File: config.mk
export PLATFORM = sky130hd
export DESIGN_NAME = nav_spreader
export DESIGN_NICKNAME = d
export VERILOG_FILES = /design/src/rtl/nav_spreader_pkg.sv /design/src/rtl/nav_byte_fifo.sv /design/src/rtl/nav_spreader.sv
export SDC_FILE = /design/constraint.sdc
export NUM_CORES = 1
export LEC_CHECK = 0
export BUFFER_PORTS_ARGS = -buffer_cell sky130_fd_sc_hd__buf_2
export CAP_MARGIN = 10
export CORE_MARGIN = 4
export CORE_UTILIZATION = 40
export DETAILED_ROUTE_END_ITERATION = 10
export SYNTH_ARGS = -nofsm -noshare
export SYNTH_HDL_FRONTEND = slang
export SYNTH_SLANG_ARGS = --single-unit
File: constraint.sdc
create_clock -name clk -period 2.7 [get_ports clk]
set_clock_uncertainty 0.2 [all_clocks]
set_input_delay 0.54 -clock clk [delete_from_list [all_inputs] [get_ports clk]]
set_output_delay 0.54 -clock clk [all_outputs]
set_load 0.005 [all_outputs]
File: src/rtl/nav_spreader_pkg.sv
// Shared types and sizing constants for the navigation-data spreader.
package nav_spreader_pkg;

  typedef enum logic [1:0] {
    ST_IDLE    = 2'd0,
    ST_PRELOAD = 2'd1,
    ST_RUN     = 2'd2
  } nav_state_t;

  localparam int unsigned DEF_CODE_LEN      = 32'd10230;
  localparam int unsigned DEF_CODES_PER_BIT = 32'd20;
  localparam int unsigned DEF_FIFO_DEPTH    = 32'd4;

  // Counter widths cover the largest legal parameter values.
  localparam int unsigned MAX_CODE_LEN      = 32'd16383;
  localparam int unsigned MAX_CODES_PER_BIT = 32'd31;
  localparam int unsigned CHIP_CNT_W        = $clog2(MAX_CODE_LEN + 32'd1);
  localparam int unsigned CODE_CNT_W        = $clog2(MAX_CODES_PER_BIT + 32'd1);
  localparam int unsigned BIT_CNT_W         = 32'd3;
  localparam int unsigned NAV_BYTE_W        = 32'd8;

endpackage

File: src/rtl/nav_byte_fifo.sv
// Synchronous byte FIFO with show-ahead read data and registered full/empty flags.
module nav_byte_fifo
  import nav_spreader_pkg::*;
#(
  parameter int unsigned DEPTH = DEF_FIFO_DEPTH
) (
  input  logic                  clk,
  input  logic                  rst_n,
  input  logic                  push,
  input  logic [NAV_BYTE_W-1:0] push_data,
  input  logic                  pop,
  output logic [NAV_BYTE_W-1:0] pop_data,
  output logic                  full,
  output logic                  empty
);

  localparam int unsigned AW    = $clog2(DEPTH);
  localparam int unsigned CNT_W = AW + 32'd1;

  logic [NAV_BYTE_W-1:0] mem_r [DEPTH];
  logic [AW-1:0]         wr_ptr_r;
  logic [AW-1:0]         rd_ptr_r;
  logic [CNT_W-1:0]      count_r;
  logic [CNT_W-1:0]      count_nxt_s;
  logic                  full_r;
  logic                  empty_r;
  logic                  push_ok_s;
  logic                  pop_ok_s;

  // A full FIFO refuses a push even when a pop frees a slot in the same cycle.
  assign push_ok_s = push && !full_r;
  assign pop_ok_s  = pop && !empty_r;

  // Occupancy after this cycle's accepted push/pop.
  always_comb begin
    count_nxt_s = count_r;
    case ({push_ok_s, pop_ok_s})
      2'b10:   count_nxt_s = count_r + CNT_W'(1);
      2'b01:   count_nxt_s = count_r - CNT_W'(1);
      default: count_nxt_s = count_r;
    endcase
  end

  // Pointers, occupancy and flags.
  always_ff @(posedge clk) begin
    if (!rst_n) begin
      wr_ptr_r <= '0;
      rd_ptr_r <= '0;
      count_r  <= '0;
      full_r   <= 1'b0;
      empty_r  <= 1'b1;
    end else begin
      if (push_ok_s) begin
        wr_ptr_r <= wr_ptr_r + AW'(1);
      end
      if (pop_ok_s) begin
        rd_ptr_r <= rd_ptr_r + AW'(1);
      end
      count_r <= count_nxt_s;
      full_r  <= (count_nxt_s == CNT_W'(DEPTH));
      empty_r <= (count_nxt_s == CNT_W'(0));
    end
  end

  // Storage array; contents need no reset because the flags gate every read.
  always_ff @(posedge clk) begin
    if (push_ok_s) begin
      mem_r[wr_ptr_r] <= push_data;
    end
  end

  assign pop_data = mem_r[rd_ptr_r];
  assign full     = full_r;
  assign empty    = empty_r;

endmodule

File: src/rtl/nav_spreader.sv
// Spreads queued navigation data bits over a PRN chip stream, one data bit per
// CODES_PER_BIT code periods, with epoch/bit strobes and a sticky underrun flag.
module nav_spreader
  import nav_spreader_pkg::*;
#(
  parameter int unsigned CODE_LEN      = DEF_CODE_LEN,
  parameter int unsigned CODES_PER_BIT = DEF_CODES_PER_BIT,
  parameter int unsigned FIFO_DEPTH    = DEF_FIFO_DEPTH
) (
  input  logic                  clk,
  input  logic                  rst_n,
  input  logic                  en,
  input  logic                  chip_in,
  input  logic                  chip_valid,
  input  logic [NAV_BYTE_W-1:0] nav_byte,
  input  logic                  nav_valid,
  output logic                  nav_ready,
  output logic                  spread_out,
  output logic                  spread_valid,
  output logic                  epoch_strobe,
  output logic                  bit_strobe,
  output logic                  underrun
);

  nav_state_t            state_r;
  logic [CHIP_CNT_W-1:0] chip_cnt_r;
  logic [CODE_CNT_W-1:0] code_cnt_r;
  logic [BIT_CNT_W-1:0]  bit_cnt_r;
  logic [NAV_BYTE_W-1:0] shifter_r;
  logic                  spread_out_r;
  logic                  spread_valid_r;
  logic                  epoch_strobe_r;
  logic                  bit_strobe_r;
  logic                  underrun_r;

  logic                  push_s;
  logic                  pop_s;
  logic [NAV_BYTE_W-1:0] fifo_data_s;
  logic                  fifo_full_s;
  logic                  fifo_empty_s;
  logic                  chip_last_s;
  logic                  code_last_s;
  logic                  byte_last_s;
  logic                  advance_s;
  logic                  need_byte_s;

  assign chip_last_s = (chip_cnt_r == CHIP_CNT_W'(CODE_LEN - 32'd1));
  assign code_last_s = (code_cnt_r == CODE_CNT_W'(CODES_PER_BIT - 32'd1));
  assign byte_last_s = (bit_cnt_r == BIT_CNT_W'(7));
  assign advance_s   = (state_r == ST_RUN) && en && chip_valid;
  assign need_byte_s = advance_s && chip_last_s && code_last_s && byte_last_s;

  assign push_s = nav_valid && !fifo_full_s;

  // FIFO pop request: initial load in PRELOAD, then one per completed byte.
  always_comb begin
    pop_s = 1'b0;
    case (state_r)
      ST_PRELOAD: pop_s = en && !fifo_empty_s;
      ST_RUN:     pop_s = need_byte_s && !fifo_empty_s;
      default:    pop_s = 1'b0;
    endcase
  end

  nav_byte_fifo #(
    .DEPTH (FIFO_DEPTH)
  ) u_fifo (
    .clk       (clk),
    .rst_n     (rst_n),
    .push      (push_s),
    .push_data (nav_byte),
    .pop       (pop_s),
    .pop_data  (fifo_data_s),
    .full      (fifo_full_s),
    .empty     (fifo_empty_s)
  );

  // Control FSM, chip/code/bit counters, data shifter and registered outputs.
  always_ff @(posedge clk) begin
    if (!rst_n) begin
      state_r        <= ST_IDLE;
      chip_cnt_r     <= '0;
      code_cnt_r     <= '0;
      bit_cnt_r      <= '0;
      shifter_r      <= '0;
      spread_out_r   <= 1'b0;
      spread_valid_r <= 1'b0;
      epoch_strobe_r <= 1'b0;
      bit_strobe_r   <= 1'b0;
      underrun_r     <= 1'b0;
    end else if (!en) begin
      // Losing enable abandons the current bit; queued bytes stay in the FIFO.
      state_r        <= ST_IDLE;
      chip_cnt_r     <= '0;
      code_cnt_r     <= '0;
      bit_cnt_r      <= '0;
      shifter_r      <= '0;
      spread_out_r   <= 1'b0;
      spread_valid_r <= 1'b0;
      epoch_strobe_r <= 1'b0;
      bit_strobe_r   <= 1'b0;
      underrun_r     <= 1'b0;
    end else begin
      case (state_r)
        ST_IDLE: begin
          state_r        <= ST_PRELOAD;
          spread_valid_r <= 1'b0;
          epoch_strobe_r <= 1'b0;
          bit_strobe_r   <= 1'b0;
        end
        ST_PRELOAD: begin
          spread_valid_r <= 1'b0;
          epoch_strobe_r <= 1'b0;
          bit_strobe_r   <= 1'b0;
          if (!fifo_empty_s) begin
            shifter_r <= fifo_data_s;
            bit_cnt_r <= '0;
            state_r   <= ST_RUN;
          end else begin
            state_r <= ST_PRELOAD;
          end
        end
        ST_RUN: begin
          if (chip_valid) begin
            spread_out_r   <= chip_in ^ shifter_r[NAV_BYTE_W-1];
            spread_valid_r <= 1'b1;
            epoch_strobe_r <= (chip_cnt_r == CHIP_CNT_W'(0));
            bit_strobe_r   <= (chip_cnt_r == CHIP_CNT_W'(0)) && (code_cnt_r == CODE_CNT_W'(0));
            if (chip_last_s) begin
              chip_cnt_r <= '0;
              if (code_last_s) begin
                code_cnt_r <= '0;
                if (byte_last_s) begin
                  bit_cnt_r <= '0;
                  // An empty FIFO degrades to unmodulated PRN rather than stalling.
                  if (fifo_empty_s) begin
                    shifter_r  <= '0;
                    underrun_r <= 1'b1;
                  end else begin
                    shifter_r <= fifo_data_s;
                  end
                end else begin
                  bit_cnt_r <= bit_cnt_r + BIT_CNT_W'(1);
                  shifter_r <= {shifter_r[NAV_BYTE_W-2:0], 1'b0};
                end
              end else begin
                code_cnt_r <= code_cnt_r + CODE_CNT_W'(1);
              end
            end else begin
              chip_cnt_r <= chip_cnt_r + CHIP_CNT_W'(1);
            end
          end else begin
            spread_valid_r <= 1'b0;
            epoch_strobe_r <= 1'b0;
            bit_strobe_r   <= 1'b0;
          end
        end
        default: begin
          state_r        <= ST_IDLE;
          spread_valid_r <= 1'b0;
          epoch_strobe_r <= 1'b0;
          bit_strobe_r   <= 1'b0;
        end
      endcase
    end
  end

  assign nav_ready    = !fifo_full_s;
  assign spread_out   = spread_out_r;
  assign spread_valid = spread_valid_r;
  assign epoch_strobe = epoch_strobe_r;
  assign bit_strobe   = bit_strobe_r;
  assign underrun     = underrun_r;

endmodule

== Word level (Yosys, flattened, before mapping) ==
Memory sizes are Yosys's and may differ from the RTL's. A register that Yosys moved wholly into a read port is not among the register bits.
Cells that the tools add are included.
Widths: inputs -> output; s select.

* Bits in registers: 46
* Latch bits: 0
* Memory bits (writable): 32
* ROM bits: 0
* Bits of input ports: 14
* Output and inout bits: 6
* Word-level logic and storage cells: 85
* Memories kept: 1

{| class="wikitable"
|+ Memories
! memory !! words !! bits a word !! read ports !! clocked after memory_dff !! write ports !! RTL line !! RTL
|-
| u_fifo.mem_r || 4 || 8 || 1 || 1 || 1 || nav_byte_fifo.sv:20 || <nowiki>logic [NAV_BYTE_W-1:0] mem_r [DEPTH];</nowiki>
|}

* Add/subtract/negate cells: 7
* Multiply operators: 0
* Div/mod/pow operators: 0
* Order comparisons: 0
* Equality and inequality tests: 12
* Shift-type cells: 0
* Mux-type cells: 24
* Bitwise gates (word level): 1
* Reductions and logical operators: 25

{| class="wikitable"
|+ Operators by type and width
! operator !! number
|-
| $mux 8 || 6
|-
| $pmux 8 s2 || 1
|-
| $mux 3 || 5
|-
| $add 14x1->14 const B || 1
|-
| $eq 14x14->1 const B || 1
|-
| $logic_not 14->1 || 1
|-
| $mux 14 || 1
|-
| $pmux 3 s2 || 2
|-
| $logic_and 1x1->1 || 11
|-
| $ne 2x2->1 const B || 4
|-
| $add 3x1->3 const B || 2
|-
| $eq 3x3->1 const B || 2
|-
| $mux 2 || 3
|-
| $pmux 2 s3 || 1
|-
| $reduce_and 3->1 || 2
|-
| $reduce_and 6->1 || 1
|-
| $add 5x1->5 const B || 1
|-
| $eq 5x5->1 const B || 1
|-
| $logic_not 5->1 || 1
|-
| $mux 5 || 1
|-
| $reduce_and 5->1 || 1
|-
| $add 2x1->2 const B || 2
|-
| $eq 2x1->1 const B || 2
|-
| $eq 2x2->1 const B || 2
|-
| other kinds (10) || 14
|}

== Depth between registers and ports, before layout ==
Gate-level depths: netlist (run 1).

* Word-level depth: 12
* Depth in mapped cells: 11
* Gate-level depth less buffers: 11

== Hierarchy ==
A second synthesis (run 1) with hierarchy kept.

* Cells, all modules: 325
* Area, all modules: 3,697.3 sq um

{| class="wikitable"
|+ Modules (own cells, without submodules)
! module !! instances !! cells each !! area each (sq um) !! seq. area each (sq um)
|-
| nav_spreader || 1 || 227 || 1,990.7 || 740.7
|-
| nav_byte_fifo || 1 || 98 || 1,706.6 || 1,181.1
|}

== Worst setup path after synthesis (run 1) ==
No wires, ideal clock.

* Path kind: reg2reg
* Start point: reg bit_cnt_r[0]
* End point: reg u_fifo.full_r (netlist: u_fifo.full)
* Library setup time: 0.065 ns
* Arrival time: 2.370 ns
* Data required time: 2.435 ns
* Slack: 0.065 ns
* Cell stages (with the launch flop): 12
* Buffers on the path: 0
* Period minus slack after synthesis: 2.635 ns
* Path through: dfxtp_1 -> ha_1 -> ha_1 -> and3b_1 -> nand4b_1 -> o21bai_1 -> ha_1 -> fa_1 -> xnor2_1 -> or3_1 -> a21oi_1 -> nor2b_1

* Word-level cells in the longest chain between the ends: 8
* Elaborated cells on any way between the ends: 9
* Classes of those cells: eq/ne (4); mux (2); reduce/logical (3)

{| class="wikitable"
|+ RTL lines
! element !! RTL line !! RTL
|-
| from (decl) || nav_spreader.sv:28 || <nowiki>logic [BIT_CNT_W-1:0] bit_cnt_r;</nowiki>
|-
| from (signal assigned) || nav_spreader.sv:143 || <nowiki>bit_cnt_r <= bit_cnt_r + BIT_CNT_W'(1);</nowiki>
|-
| $eq 3x3->1 (*) || nav_spreader.sv:49 || <nowiki>assign byte_last_s = (bit_cnt_r == BIT_CNT_W'(7));</nowiki>
|-
| $logic_and 1x1->1 (*) || nav_spreader.sv:51 || <nowiki>assign need_byte_s = advance_s && chip_last_s && code_last_s && byte_last_s;</nowiki>
|-
| $logic_and 1x1->1 (*) || nav_spreader.sv:60 || <nowiki>ST_RUN: pop_s = need_byte_s && !fifo_empty_s;</nowiki>
|-
| $pmux 1 s2 (*) || nav_spreader.sv:58 || <nowiki>case (state_r)</nowiki>
|-
| $logic_and 1x1->1 (*) || nav_byte_fifo.sv:32 || <nowiki>assign pop_ok_s = pop && !empty_r;</nowiki>
|-
| $eq 2x1->1 / $eq 2x2->1 (equally long branches) || nav_byte_fifo.sv:37 || <nowiki>case ({push_ok_s, pop_ok_s})</nowiki>
|-
| $pmux 3 s2 (*) || nav_byte_fifo.sv:37 ||
|-
| $eq 3x3->1 (*) || nav_byte_fifo.sv:60 || <nowiki>full_r <= (count_nxt_s == CNT_W'(DEPTH));</nowiki>
|-
| to (signal assigned) || nav_byte_fifo.sv:60 ||
|-
| to (decl) || nav_byte_fifo.sv:25 || <nowiki>logic full_r;</nowiki>
|}

Every way passes the cells marked *; elsewhere a longest branch is shown, timed or not.
A chain may end at the register's enable or synchronous reset.

== Worst setup path in the final report (run 1) ==
Same ends and word-level chain as after synthesis.

==> results of run 1 <==
==> path summary, 6_finish.rpt <==
kind | endpoint | slack, ns | cells past startpoint
max | u_fifo.full | -0.009 | 11
min | u_fifo.mem_r[2][1] | 0.20 | 1
max reg2reg | u_fifo.full | -0.009 | 11
min reg2reg | shifter_r[0] | 0.27 | 2
==> state kept, by name (all words and copies together), names as in the netlist, 2 cells and up, named ones only <==
register,flops
bit_cnt_r,3
state_r,2
u_fifo.wr_ptr_r,2
u_fifo.count_r,3
chip_cnt_r,14
u_fifo.mem_r,32
code_cnt_r,5
shifter_r,8
u_fifo.rd_ptr_r,2
==> timing repair <==
item | CTS | global route
setup buffers | 2 | 2
hold buffers | 0 | 0
pin swaps | 7 | 10
gates resized for setup | 13 | 9
setup endpoints to repair | 2 | 3
==> kinds of logic after synthesis <==
logic type / count (synthesis)
AOI/OAI and AO/OA: 60
and+or+nand+nor: 102
DFF: 80
adders and majority gates: 16
xor gates and xnor gates: 13
muxes: 14
buffers and inverters: 30
==> worst max-delay path, delay by kind of cell (launching register included) <==
kind	cells	cell delay (ns)
flip-flops	1	0.34
AO/OA/AOI/OAI	2	0.25
adder cells (fa/ha/maj)	4	0.84
XOR/XNOR	1	0.16
AND/OR/NAND/NOR	4	0.86
==> layout make-up <==
cell class | instances | area share
Clock buffer | 9 | 0.0290
Clock inverter | 7 | 0.0252
Inverter | 12 | 0.0105
Multi-Input combinational cell | 205 | 0.385
Sequential cell | 80 | 0.451
Tap cell | 108 | 0.0316
Timing Repair Buffer | 45 | 0.0679
==> per-layer routing <==
metal / global-route usage / vias up / share of wire
met2: 0.235 / 43 / 0.48
met3: 0.0359 / 8 / 0.039
met4: 0.0568 / 0 / 0.012
met5: 0 / - / 0
li1: - / 1241 / -
met1: 0.194 / 1216 / 0.47
==> layout by cell type, fill, tap and decap left out, types with 2 or more instances in the layout <==
cell type | netlist | final
a211oi_1 | 17 | 17
a21oi_1 | 13 | 12
a22oi_1 | 7 | 7
a31oi_1 | 2 | 2
and2_1 | 9 | 9
and3_1 | 6 | 6
and4_1 | 5 | 4
buf_2 | 6 | 19
buf_4 | 1 | 26
bufinv_16 | 0 | 2
clkbuf_8 | 0 | 9
dfxtp_1 | 48 | 44
dfxtp_2 | 0 | 4
edfxtp_1 | 32 | 32
ha_1 | 15 | 11
ha_4 | 0 | 4
inv_1 | 12 | 11
inv_6 | 0 | 2
inv_8 | 0 | 2
mux2i_1 | 6 | 6
mux4_2 | 8 | 8
nand2_1 | 15 | 15
nand2b_1 | 3 | 3
nand3_1 | 9 | 9
nand4_1 | 8 | 8
nand4b_1 | 2 | 2
nor2_1 | 18 | 18
nor2b_1 | 7 | 7
nor3_1 | 2 | 2
o21a_1 | 2 | 2
o21ai_0 | 11 | 10
o21ai_1 | 2 | 3
or3_1 | 4 | 3
or4_1 | 4 | 4
xnor2_1 | 5 | 4
xor2_1 | 8 | 8
==> power groups by stage <==
stage          Clock, mW  Combinational, mW  Sequential (mW)
2_1_floorplan          0              0.108             1.34
3_3_place_gp           0              0.158             1.34
3_5_place_dp           0              0.162             1.34
4_1_cts             1.04              0.173             1.32
5_1_grt             1.10              0.194             1.32
6_report            1.01              0.174             1.32
==> key figures, run 1 <==
Critical path
  • Crit-path slowest cell: or3_4
  • Setup crit end kind: register
  • Crit path max fanout: 3
  • Beginning of the critical path: bit_cnt_r[0]
  • Crit path largest cell delay: around 0.40 ns
  • Critical path, cell by cell: ha_4, ha_4, and3b_1, nand4b_1, o21bai_4, ha_4, fa_2, xnor2_2, or3_4, a21oi_4, nor2b_1
  • Worst setup SP type: register
  • Reg-to-reg startpoint: bit_cnt_r[0]
  • Crit-path most repeated cell: ha_4
  • CP required: roughly 2.8 ns
  • Setup CP Type: register to register
  • Worst Path Arrival: approximately 2.8 ns

Power and ir drop
  • PwrDens: about 590 nW/um^2
  • Sw Pwr: 588 uW
  • Reg power frac: 0.526
  • Worst VDD drop: between 200 and 300 uV
  • Comb pwr share: 0.069
  • Total power: ~2.5 mW
  • Clock Power Share: 0.405
  • Switching part of the total power: 0.235
  • P_leak: ~1.6 nW
  • Pint: between 1.5 and 2 mW

Drt
  • Routed WL: slightly above 7000 um
  • DRT antenna net count: 0
  • Via density: around 5.4
  • Vias post-DR: about 2,500
  • 1st-pass router iterations: 4
  • # DRC: 0
  • WL per Instance: ~15 um
  • DR iter-0 viols: between 80 and 90

Place
  • DP Worst Slack: -0.0304 ns
  • Placed Cells incl. Taps: roughly 450
  • RD Place Congestion: about 0.78
  • Post-DP Area: a little under 4000 sq um
  • # port buffers: 19
  • DP HPWL: 4880 um

Logic synthesis
  • #FFs+latches synth: 80
  • Count leader, synth: dfxtp_1
  • Area contributors post-synth: dfxtp_1 (27%), edfxtp_1 (27%), ha_1 (5.2%)
  • Synth cell types: 50
  • Syn nets: 345
  • Part of the Yosys area used for sequential elements: 0.533
  • Syn. warnings: 0
  • Asr flop ratio synth: 0
  • Synth Cell Area: between 3000 and 4000 sq um
  • Post-synthesis mux area share: 0.0667
  • Adder-cell share of the synthesized area: 0.0576
  • Synth area leader: dfxtp_1
  • Post-Synth XOR/XNOR Area: 0.0316
  • Syn Inst Count: about 320
  • Simple-gate share of the synthesized area: 0.167
  • Top cells by count, synth: dfxtp_1 (48), edfxtp_1 (32), nor2_1 (18)
  • Most common flop cell mapped by yosys: dfxtp_1
  • Largest family of logic cells by synthesized area: simple AND/OR/NAND/NOR gates
  • Number of synthesized flops with an enable pin: 32
  • Avg Inst Size Synth: roughly 11 sq um
  • Synth top area share: 0.267
  • Synth Area in Compound Gates: 0.107

CTS
  • H-tree Lvls: 3
  • Clock Tree Buf Depth: 2
  • Root Buffer Master: clkbuf_8
  • Clock slew seen by the registers of the worst setup and hold paths: about 0.09 ns
  • Clock Latency Late Sink: 0.36 ns
  • CTS tree: built
  • Total CTS buffers: 9
  • CTS sink cnt: 80

Finish
  • Final Cell Area: between 4000 and 5000 sq um
  • Fillers: roughly 830
  • Final non-filler cell total: around 470
  • Syn-to-layout area delta: 18.6%
  • Sequential standard cell area: between 1500 and 2000 sq um
  • N_diodes: 0
  • Footprint of the multi-input gates: roughly 1600 sq um
  • Utilization after layout: 0.488
  • Share of cells above drive strength 1: 0.249
  • Fin nets: 383

Timing
  • Final Hold Vio Count: 0
  • Final period demand of the worst path: 2.71 ns
  • Setup TNS: -0.00944 ns
  • Slew HR: 0.582
  • Final setup vio count: 1
  • Worst-margin pin slew: 0.622 ns
  • RSZ-0062 raised after global routing: true
  • Fin. max-slew vios: 0
  • Fin crit share: 1.00
  • Hold WS: ~0.20 ns
  • Worst setup margin: -0.00944 ns
  • Max frequency: between 300 and 400 MHz

Worst hold path
  • Hold Path Origin: nav_byte[1]
  • Min-delay worst type: input pin to register

Die
  • Die H: a little over 100 um
  • Initial core utilization: 0.411
  • Die X-Extent: between 100 and 150 um
  • Core ar.: 8760 sq um
  • Standard-cell row count: 34
  • I/O pin total: 20
  • Die area: between 10,000 and 15,000 sq um

GRT
  • Global route overflow: 0
  • Vias in the first global route: 2,371
  • Pin count of the biggest net entering global routing: 18
  • First-pass GRT wire length: around 12,000 um
  • Initial antenna violation count: 0
  • GRT Overall Usage: 0.148

Outcome
  • Violated checks: setup timing
  • Status: complete, but fails checks

Job
  • # Max-Cap Violations: 0
(Power assumes the default switching activity.)
==> run 2, diff against run 1 <==
--- a/config.mk
+++ b/config.mk
@@ -10,6 +10,7 @@
 export CORE_MARGIN = 4
 export CORE_UTILIZATION = 40
 export DETAILED_ROUTE_END_ITERATION = 10
+export REMOVE_ABC_BUFFERS = 1
 export SYNTH_ARGS = -nofsm -noshare
 export SYNTH_HDL_FRONTEND = slang
 export SYNTH_SLANG_ARGS = --single-unit
==> key figures, run 2 (synthesized netlist as in run 1, its figures left out) <==
GRT
  • First-pass GRT wire length: 12,000 um
  • Initial antenna violation count: 0
  • Pin count of the biggest net entering global routing: 18
  • Vias in the first global route: 2,449
  • Global route overflow: 0
  • GRT Overall Usage: 0.148

Drt
  • Routed WL: between 7000 and 8000 um
  • DRT antenna net count: 0
  • Vias post-DR: roughly 2,500
  • Top routing layer used: met4
  • WL met1: 3390 um
  • Metal3 WL: roughly 230 um
  • Met2 wire length: about 3400 um
  • # DRC: 0
  • DR iter-0 viols: 59
  • WL per Instance: around 15 um
  • Via density: 5.33
  • 1st-pass router iterations: 4

Die
  • Initial core utilization: 0.411
  • Die area: approximately 11,000 sq um
  • Core ar.: just under 9000 sq um
  • Standard-cell row count: 34
  • I/O pin total: 20
  • Die H: 103 um
  • Die X-Extent: 103 um

Finish
  • Fin nets: around 380
  • Fillers: slightly above 800
  • Sequential standard cell area: between 1500 and 2000 sq um
  • Footprint of the multi-input gates: ~1600 sq um
  • Largest register by flop count: u_fifo.mem_r
  • Final non-filler cell total: about 470
  • Syn-to-layout area delta: 17.5%
  • Final Cell Area: 4230 sq um
  • Largest regs: u_fifo.mem_r x32, chip_cnt_r x14, shifter_r x8
  • Share of cells above drive strength 1: 0.254
  • Commonest cells after routing, fill and taps aside: dfxtp_1 (42), edfxtp_1 (32), buf_4 (26), buf_2 (19), nor2_1 (18)
  • Utilization after layout: 0.483
  • N_diodes: 0
  • Largest register FFs: 32
  • Most common cell after layout, fill and taps aside: dfxtp_1

Place
  • Placed Cells incl. Taps: 446
  • Post-DP Area: roughly 3900 sq um
  • RD Place Congestion: about 0.78
  • DP Worst Slack: -0.0762 ns
  • DP HPWL: just under 5000 um
  • # port buffers: 19

Critical path
  • Flop-to-flop setup slack: -0.002 ns
  • R2r endpoint: u_fifo.full
  • Crit path max fanout: 3
  • Setup CP Type: register to register
  • Setup crit end kind: register
  • Beginning of the critical path: bit_cnt_r[1]
  • CP required: between 2 and 3 ns
  • Critical Path End: u_fifo.full
  • Worst Path Arrival: roughly 2.8 ns
  • Reg-to-reg startpoint: bit_cnt_r[1]
  • Reg2reg path depth: 11
  • Worst setup SP type: register

Power and ir drop
  • Switching part of the total power: 0.262
  • PwrDens: ~560 nW/um^2
  • Worst VDD drop: between 200 and 250 uV
  • P_leak: approximately 1.5 nW
  • Comb pwr share: 0.072
  • Total power: roughly 2.4 mW
  • Reg power frac: 0.559
  • Sw Pwr: 618 uW
  • Pint: approximately 1.7 mW
  • Clock Power Share: 0.370

CTS
  • Clock Latency Late Sink: between 0.3 and 0.4 ns
  • CTS sink cnt: 80
  • Clock Tree Buf Depth: 2
  • Root Buffer Master: clkbuf_8
  • H-tree Lvls: 3
  • Clock slew seen by the registers of the worst setup and hold paths: around 0.1 ns
  • CTS tree: built
  • Total CTS buffers: 9

Timing
  • Fin crit share: 1.00
  • Final period demand of the worst path: 2.70 ns
  • Max frequency: 370 MHz
  • RSZ-0062 raised after global routing: true
  • Final Hold Vio Count: 0
  • Final setup vio count: 1
  • Hold WS: a little under 0.2 ns
  • Worst-margin pin slew: approximately 0.64 ns
  • Worst setup margin: -0.00207 ns
  • Slew HR: 0.570
  • Fin. max-slew vios: 0
  • Setup TNS: -0.00207 ns

Worst hold path
  • Min-delay worst type: input pin to register

Outcome
  • Status: complete, but fails checks
  • Violated checks: setup timing

Job
  • # Max-Cap Violations: 0
-- run 2: cell types whose count changed in the layout (fill, tap and decap cells not counted), sizes merged --
cell / before / now
clkinvlp: 1 / 2
bufinv: 2 / 0
clkinv: 0 / 1
-- run 2: critical path, stage by stage, from the launching register on --
cell	delay [ns]
dfxtp_2	0.35
ha_4	0.16
ha_4	0.15
and3b_1	0.17
nand4b_1	0.14
o21bai_4	0.08
ha_4	0.17
fa_2	0.38
xnor2_2	0.16
or3_1	0.37
a21oi_2	0.18
nor2b_2	0.15
-- run 2: worst min path at each step --
stage / startpoint / to / slack [ns] / depth (start not counted)
3_3_place_gp: shifter_r[0] / shifter_r[0] / 0.25 / 2
3_5_place_dp: underrun / underrun / 0.26 / 2
5_1_grt: nav_byte[6] / u_fifo.mem_r[1][6] / 0.17 / 1
4_1_cts: nav_byte[3] / u_fifo.mem_r[3][3] / 0.18 / 1
6_report: nav_byte[3] / u_fifo.mem_r[3][3] / 0.19 / 1
2_1_floorplan: shifter_r[0] / shifter_r[0] / 0.24 / 2
-- run 2: power groups by stage --
stage / combinational [mW] / sequential [mW] / clock [mW]
after floorplan: 0.102 / 1.34 / 0
after global placement: 0.158 / 1.34 / 0
after detailed placement: 0.161 / 1.34 / 0
after CTS: 0.164 / 1.32 / 0.896
after global routing: 0.190 / 1.32 / 0.964
final: 0.169 / 1.32 / 0.872
-- run 2: final cells by class --
| class | count | area share |
|---|---|---|
| Sequential cell | 80 | 0.456 |
| Multi-Input combinational cell | 205 | 0.387 |
| Timing Repair Buffer | 45 | 0.0686 |
| Tap cell | 108 | 0.0319 |
| Clock buffer | 9 | 0.0293 |
| Clock inverter | 7 | 0.0174 |
| Inverter | 12 | 0.0106 |
-- run 2: what timing repair did --
item	CTS	global route
hold buffers	0	0
buffers inserted	1	3
pin swaps	3	9
endpoints found under the setup margin	2	2
gates resized for setup	3	20
gates cloned	0	0
-- run 2: metal layers --
| layer | up-vias | GRT usage |
|---|---|---|
| met3 | 8 | 0.0426 |
| met5 | - | 0 |
| li1 | 1242 | - |
| met2 | 37 | 0.227 |
| met4 | 0 | 0.0478 |
| met1 | 1199 | 0.201 |
==> run 3, diff against run 2 <==
--- a/config.mk
+++ b/config.mk
@@ -10,6 +10,7 @@
 export CORE_MARGIN = 4
 export CORE_UTILIZATION = 40
 export DETAILED_ROUTE_END_ITERATION = 10
+export GPL_TIMING_DRIVEN = 0
 export REMOVE_ABC_BUFFERS = 1
 export SYNTH_ARGS = -nofsm -noshare
 export SYNTH_HDL_FRONTEND = slang
==> key figures, run 3 (synthesized netlist as in run 1, its figures left out) <==
Outcome
  • Status: complete, but fails checks
  • Violated checks: setup timing

Critical path
  • CP required: approximately 2.8 ns
  • Worst Path Arrival: between 2 and 3 ns
  • Setup crit end kind: register
  • Crit path max fanout: 4
  • Worst setup SP type: register
  • Setup CP Type: register to register

Timing
  • Worst setup margin: -0.00508 ns
  • Final Hold Vio Count: 0
  • Fin. max-slew vios: 0
  • Fin crit share: 1.00
  • Max frequency: around 370 MHz
  • Slew HR: 0.355
  • Setup TNS: -0.00508 ns
  • Final period demand of the worst path: ~2.7 ns
  • Worst-margin pin slew: 0.961 ns
  • Hold WS: between 0.2 and 0.25 ns
  • RSZ-0062 raised after global routing: true
  • Final setup vio count: 1

GRT
  • Initial antenna violation count: 0
  • Pin count of the biggest net entering global routing: 19
  • GRT Overall Usage: 0.143
  • Vias in the first global route: 2,383
  • First-pass GRT wire length: between 10,000 and 15,000 um
  • Global route overflow: 0

CTS
  • Total CTS buffers: 9
  • Root Buffer Master: clkbuf_8
  • Clock slew seen by the registers of the worst setup and hold paths: ~0.090 ns
  • H-tree Lvls: 3
  • CTS tree: built
  • CTS sink cnt: 80
  • Clock Latency Late Sink: about 0.35 ns
  • Clock Tree Buf Depth: 2

Finish
  • Largest register by flop count: u_fifo.mem_r
  • Commonest cells after routing, fill and taps aside: dfxtp_1 (43), edfxtp_1 (32), buf_2 (19), nor2_1 (18), a211oi_1 (17)
  • Share of cells above drive strength 1: 0.225
  • Footprint of the multi-input gates: approximately 1700 sq um
  • Syn-to-layout area delta: 16.0%
  • Largest register FFs: 32
  • Fin nets: 367
  • Most common cell after layout, fill and taps aside: dfxtp_1
  • Largest regs: u_fifo.mem_r x32, chip_cnt_r x14, shifter_r x8
  • Fillers: roughly 820
  • Utilization after layout: 0.477
  • N_diodes: 0
  • Final Cell Area: between 4000 and 5000 sq um
  • Sequential standard cell area: 1930 sq um
  • Final non-filler cell total: 450

Power and ir drop
  • PwrDens: just under 600 nW/um^2
  • Total power: between 2 and 2.5 mW
  • Worst VDD drop: roughly 340 uV
  • P_leak: 1.48 nW

Drt
  • WL per Instance: approximately 15 um
  • Routed WL: 6850 um
  • DRT antenna net count: 0
  • DR iter-0 viols: 64
  • Via density: 5.26
  • # DRC: 0
  • 1st-pass router iterations: 4
  • Vias post-DR: approximately 2,400

Die
  • Core ar.: 8760 sq um
  • I/O pin total: 20
  • Standard-cell row count: 34
  • Die area: 10,600 sq um
  • Die X-Extent: a little over 100 um
  • Die H: around 100 um
  • Initial core utilization: 0.411

Place
  • Post-DP Area: around 3700 sq um
  • # port buffers: 19
  • DP Worst Slack: -0.154 ns
  • DP HPWL: 4340 um
  • Placed Cells incl. Taps: about 420
  • RD Place Congestion: roughly 0.73

Worst hold path
  • Min-delay worst type: input pin to register

Job
  • # Max-Cap Violations: 0
[run 3: cell type report]
| cell class | count | share of cell area |
|---|---|---|
| clock buffers | 9 | 0.0296 |
| clock inverters | 7 | 0.0260 |
| inverters | 12 | 0.0114 |
| multi-input cells | 205 | 0.399 |
| flip-flops and latches | 80 | 0.461 |
| well taps | 108 | 0.0323 |
| repair buffers | 29 | 0.0407 |
[run 3: worst paths after layout]
path | start | to | slack [ns] | cells past startpoint
max reg2reg | bit_cnt_r[0] | u_fifo.full | -0.005 | 11
max | bit_cnt_r[0] | u_fifo.full | -0.005 | 11
min reg2reg | chip_cnt_r[1] | chip_cnt_r[1] | 0.27 | 2
min | nav_byte[6] | u_fifo.mem_r[0][6] | 0.20 | 1
[run 3: power breakdown]
group	internal (mW)	switching (mW)	leakage [nW]
clock network	0.542	0.468	0.118
logic	0.0715	0.0875	0.674
registers	1.30	0.0226	0.685
[run 3: metal layers]
metal,share of wire,GRT usage,vias to the layer above
li1,-,-,1211
met1,0.48,0.189,1112
met2,0.48,0.230,44
met3,0.036,0.0311,2
met4,0.0054,0.0528,0
met5,0,0,-
[run 3: what timing repair did]
item | 4_1_cts | 5_1_grt
setup endpoints to repair | 3 | 5
hold buffers | 0 | 0
gates resized for setup | 20 | 8
setup buffers | 9 | 1
pin swaps | 8 | 5
hold endpoints to repair | 0 | 0
[run 3: critical path, cell delays in order (launching register included)]
cell and delay, ns:
dfxtp_2 0.35, ha_4 0.16, ha_4 0.16, and3b_1 0.19
nand4b_1 0.15, o21bai_4 0.10, ha_4 0.17, fa_2 0.35
xnor2_2 0.15, or3_4 0.35, a21oi_4 0.18, nor2b_4 0.15
